File: config.mk
export PLATFORM = sky130hd
export DESIGN_NAME = multiword_add_seq
export DESIGN_NICKNAME = d
export VERILOG_FILES = /design/src/rtl/multiword_add_seq.sv
export SDC_FILE = /design/constraint.sdc
export NUM_CORES = 1
export LEC_CHECK = 0
export ABC_AREA = 1
export CAP_MARGIN = 20
export CELL_PAD_IN_SITES_DETAIL_PLACEMENT = 1
export CELL_PAD_IN_SITES_GLOBAL_PLACEMENT = 1
export CORE_UTILIZATION = 36
export CTS_BUF_LIST = sky130_fd_sc_hd__clkbuf_2
export CTS_CLUSTER_DIAMETER = 120
export CTS_CLUSTER_SIZE = 16
export DETAILED_ROUTE_END_ITERATION = 10
export GPL_TIMING_DRIVEN = 0
export PLACE_DENSITY = 0.9
export RECOVER_POWER = 50
export SLEW_MARGIN = 10
export SYNTH_ARGS = -nofsm -noshare
export SYNTH_HDL_FRONTEND = slang
export SYNTH_SLANG_ARGS = --single-unit
File: constraint.sdc
create_clock -name clk -period 2.8 [get_ports clk]
set_clock_uncertainty 0.2 [all_clocks]
set_input_delay 0.56 -clock clk [delete_from_list [all_inputs] [get_ports clk]]
set_output_delay 0.56 -clock clk [all_outputs]
set_load 0.02 [all_outputs]
File: src/rtl/multiword_add_seq.sv
// Sequential WIDTH*WORDS-bit adder: one WIDTH-bit add-with-carry per cycle, LSW first.
// Define MULTIWORD_ADD_SEQ_OVF_EN to add the registered two's-complement overflow output ovf.
module multiword_add_seq #(
  parameter int WIDTH = 8,
  parameter int WORDS = 4
) (
  input  logic                   clk,
  input  logic                   rst,
  input  logic                   in_valid,
  output logic                   in_ready,
  input  logic [WIDTH*WORDS-1:0] a,
  input  logic [WIDTH*WORDS-1:0] b,
  input  logic                   cin,
  output logic                   out_valid,
  input  logic                   out_ready,
  output logic [WIDTH*WORDS-1:0] sum,
  output logic                   cout
`ifdef MULTIWORD_ADD_SEQ_OVF_EN
  ,
  output logic                   ovf
`endif
);

  localparam int N    = WIDTH * WORDS;
  localparam int IDXW = (WORDS > 1) ? $clog2(WORDS) : 1;
  localparam logic [IDXW-1:0] LAST_IDX = IDXW'(WORDS - 1);

  typedef enum logic [1:0] {
    IDLE,
    RUN,
    DONE
  } state_t;

  state_t          r_state;
  state_t          w_state_next;

  logic [N-1:0]    r_a;
  logic [N-1:0]    r_b;
  logic [N-1:0]    r_sum;
  logic [IDXW-1:0] r_idx;
  logic            r_carry;
  logic            r_cout;

  logic [WIDTH-1:0] w_a_word;
  logic [WIDTH-1:0] w_b_word;
  logic [WIDTH-1:0] w_s;
  logic             w_c;
  logic             w_accept;
  logic             w_last;
  logic [31:0]      w_lsb;

  assign in_ready  = (r_state == IDLE);
  assign out_valid = (r_state == DONE);
  assign w_accept  = in_valid & in_ready;
  assign w_last    = (r_idx == LAST_IDX);
  assign sum       = r_sum;
  assign cout      = r_cout;

  // Single shared word adder; the word index selects the slice of both operands.
  assign w_lsb    = r_idx * WIDTH;
  assign w_a_word = r_a[w_lsb +: WIDTH];
  assign w_b_word = r_b[w_lsb +: WIDTH];
  assign {w_c, w_s} = {1'b0, w_a_word} + {1'b0, w_b_word} + {{WIDTH{1'b0}}, r_carry};

  // NOTE: flops use non-blocking assignments so every register samples pre-edge values.
  always_ff @(posedge clk or posedge rst) begin
    if (rst) begin
      r_state <= IDLE;
    end else begin
      r_state <= w_state_next;
    end
  end

  // NOTE: the default assignment first keeps this combinational block free of latches.
  always_comb begin
    w_state_next = r_state;
    case (r_state)
      IDLE:    if (w_accept)  w_state_next = RUN;
      RUN:     if (w_last)    w_state_next = DONE;
      DONE:    if (out_ready) w_state_next = IDLE;
      default:                w_state_next = IDLE;
    endcase
  end

  // NOTE: operands are only read after a handshake has loaded them, so they carry no reset.
  always_ff @(posedge clk) begin
    if (w_accept) begin
      r_a <= a;
      r_b <= b;
    end
  end

  always_ff @(posedge clk or posedge rst) begin
    if (rst) begin
      r_idx   <= '0;
      r_carry <= 1'b0;
      r_sum   <= '0;
      r_cout  <= 1'b0;
    end else begin
      case (r_state)
        IDLE: begin
          if (w_accept) begin
            r_idx   <= '0;
            r_carry <= cin;
          end
        end
        RUN: begin
          r_sum[w_lsb +: WIDTH] <= w_s;
          r_carry               <= w_c;
          if (w_last) begin
            r_cout <= w_c;
          end else begin
            r_idx <= r_idx + 1'b1;
          end
        end
        default: ;
      endcase
    end
  end

`ifdef MULTIWORD_ADD_SEQ_OVF_EN
  logic r_ovf;
  logic w_c_into_msb;

  // Carry into the top bit is recovered from the top word's MSB sum bit.
  assign w_c_into_msb = w_a_word[WIDTH-1] ^ w_b_word[WIDTH-1] ^ w_s[WIDTH-1];
  assign ovf          = r_ovf;

  always_ff @(posedge clk or posedge rst) begin
    if (rst) begin
      r_ovf <= 1'b0;
    end else if (r_state == RUN && w_last) begin
      r_ovf <= w_c ^ w_c_into_msb;
    end
  end
`endif

endmodule

==> metrics.txt <==
Worst path max stage delay=0.45 ns; hpwl dp=8400 microns; Syn. warnings=0; Yosys reg bits=102; leading area contributor after synthesis=edfxtp_1; Final Hold Viols=0; Hold Path Class=input pin to flop; drt total wl=12200 microns; failing checks=DRC, setup timing; Async S/R FF share, synth=37.3%; crit end category=flop; Routed Antenna Nets=0; WP data required=3.18 ns; max cap viols=0; vias per cell=5.15; Max Slew Vio Count=0; RePlAce Congestion=0.819; IR drop worst, VDD=474 uV; clock root cell=clkbuf_2; final worst setup slack=-0.0260 ns; Worst Path Max Fanout=8; All-Layer GR Usage=19.8%; Initial Utilization=37.5%; CP delay by family, top=adder cells; CTS Buffer Depth=2; crit-path most repeated cell=nand2_2; hold slack final=0.304 ns; worst setup path category=flop to flop; first-pass GRT wire length=18900 microns; final core utilization=52.8%; Slew @ Worst Pin=1.45 ns; Mapped Nets=478; top-count cell post-synth=nand2_1; antenna cells=0; largest net degree at the start of global routing=46; vias in the first global route=3699; Setup Viol. Count Final=5; Synth top area share=44.2%; pwr/cell area=1230 nW/um^2; slowest CP cell=dfrtp_1; status=finished, violations left; TritonCTS clock tree=built; Vias=3460; NumNets Final=608; Seq/Total Area, Yosys=66.0%; Core ar.=11600 sq um; DIE AREA=12500 sq um; Port Buf Inserts=103; CP bufs+invs=3; DRT Pass-1 Iters=7; Post-synth top cells=nand2_1 (77), edfxtp_1 (64), o21ai_0 (56); H-tree levels=3; Avg Inst Size Synth=11.0 sq um; RSZ-0062 raised after global routing=yes; global route overflow=0; Leak Pwr=2.51 nW; crit-path cells=buf_6, clkinv_8, clkbuf_16, o21ai_4, o22ai_2, fa_2, fa_2, nand2_2, nand2_2, nand3_2, nand2_2, nand2_4, nand3_4, nor2_4, nand2_1, nand2_1; Tcrit/Tclk final=101%; Die Y=112 microns; fmax=354 MHz; CTS Buf Count=9; min Tclk post-route=2.83 ns; clock sink total=102; Area growth syn-to-layout=41.0%; antenna violations before repair=0; crit path launch type=flop; number of synthesized flops with an enable pin=64; top cells by area, synth=edfxtp_1 (44%), dfrtp_1 (22%), nand2_1 (6.6%); synthesized cell area=4350 sq um; die width=112 microns; CTS clk-pin slew, worst paths=0.29 ns; Mapped Cells=394; post-DR wirelength/cell=18.2 microns; Residual DRC=7; count of cell types in the netlist=27; ys flop type=edfxtp_1; latest clock arrival within the worst-skew pair=0.59 ns; initial DRC count=173; IO Pins=104; CTS hold repair buffers=0; share of cells above drive strength 1=15.7%; FP Rows=39; CP arrival=3.21 ns; worst slew margin relative to its limit=2.98%
==> worst reg2reg max path, delay by kind of cell (launching register included) <==
kind | cells | cell delay (ns)
and+or+nand+nor | 9 | 0.75
AOI/OAI and AO/OA | 2 | 0.22
buffers and inverters | 3 | 0.42
adders and majority gates | 2 | 0.77
DFF | 1 | 0.45
==> kinds of logic after synthesis <==
logic type / share of synthesized area (%)
AOI/OAI and AO/OA: 9.80
xor gates and xnor gates: 0.604
adders and majority gates: 4.66
buffers and inverters: 3.88
DFF: 66.0
and+or+nand+nor: 15.1
==> metal layers <==
| metal | track usage [%] | wire length [microns] | vias up |
|---|---|---|---|
| met5 | 0 | 0 | - |
| met4 | 6.13 | 238 | 0 |
| met3 | 3.59 | 460 | 21 |
| met2 | 35.9 | 6390 | 92 |
| met1 | 23.8 | 5110 | 1733 |
| li1 | - | - | 1614 |
==> path summary, 6_finish.rpt <==
| kind | from | to | slack (ns) | cells after the start |
|---|---|---|---|---|
| max | r_idx[0] | sum[30] | -0.03 | 16 |
| min in group asynchronous | rst | sum[19] | 0.56 | 2 |
| max reg2reg | r_idx[0] | sum[30] | -0.03 | 16 |
| min reg2reg | cout | cout | 0.33 | 2 |
| max in group asynchronous | rst | r_idx[1] | 0.89 | 2 |
| min | out_ready | r_state[1] | 0.30 | 2 |
==> flip-flops by register name, summed over array words and instances, names as in the netlist <==
register  flops
cout          1
r_carry       1
r_state       2
r_b          32
sum          32
r_a          32
r_idx         2
==> placed cells by master (no fill, tap or decap), types with 3 or more instances in the layout <==
cell type / instances
nor2_1: 39
dlygate4sd3_1: 65
clkbuf_2: 10
o21ai_0: 46
nand2_1: 70
nand3_1: 14
edfxtp_1: 64
ha_1: 12
buf_6: 3
inv_6: 3
nor2_4: 3
nand2_4: 3
o21ai_2: 4
o31ai_1: 3
nor2_2: 3
inv_1: 27
nand2_2: 7
o21ai_1: 4
o22ai_1: 14
clkdlybuf4s50_1: 38
nand4_1: 4
a21oi_1: 3
dfrtp_1: 37
buf_4: 14
bufinv_16: 3
nand3_2: 3
==> timing repair <==
item                       4_1_cts  5_1_grt
pin swaps                        6        9
setup buffers                    6        8
resized for setup               48       33
setup endpoints to repair       33       22
gates cloned                     0        1
==> metrics by stage <==
stage / TNS, ns / area, sq um / setup slack (ns) / instances / total power, W
global route: -0.962 / 6140 / -0.149 / 672 / 0.00801
detailed placement: -15.59 / 5580 / -0.771 / 641 / 0.00569
CTS: 0 / 5950 / 0.00342 / 663 / 0.00712
finish: -0.0839 / 6140 / -0.0260 / 672 / 0.00756
floorplan: 0 / 4350 / 0.00370 / 394 / 0.00433
global placement: -51.69 / 5560 / -0.643 / 640 / 0.00551
==> final cells by class <==
| class | instances | area, sq um |
|---|---|---|
| plain buffers | 12 | 128 |
| clock buffers | 9 | 45.0 |
| clock inverters | 7 | 120 |
| fillers | 1264 | 5480 |
| inverters | 31 | 138 |
| multi-input cells | 249 | 1470 |
| flip-flops and latches | 102 | 2870 |
| well taps | 143 | 179 |
| repair buffers | 119 | 1180 |
==> report_power, final <==
part	switching, W	internal [W]	leakage [nW]
clock network	0.000512	0.000389	0.0929
registers	0.000183	0.00200	1.11
logic	0.00277	0.00171	1.31
No activity file was read; power rests on OpenSTA's default activity.
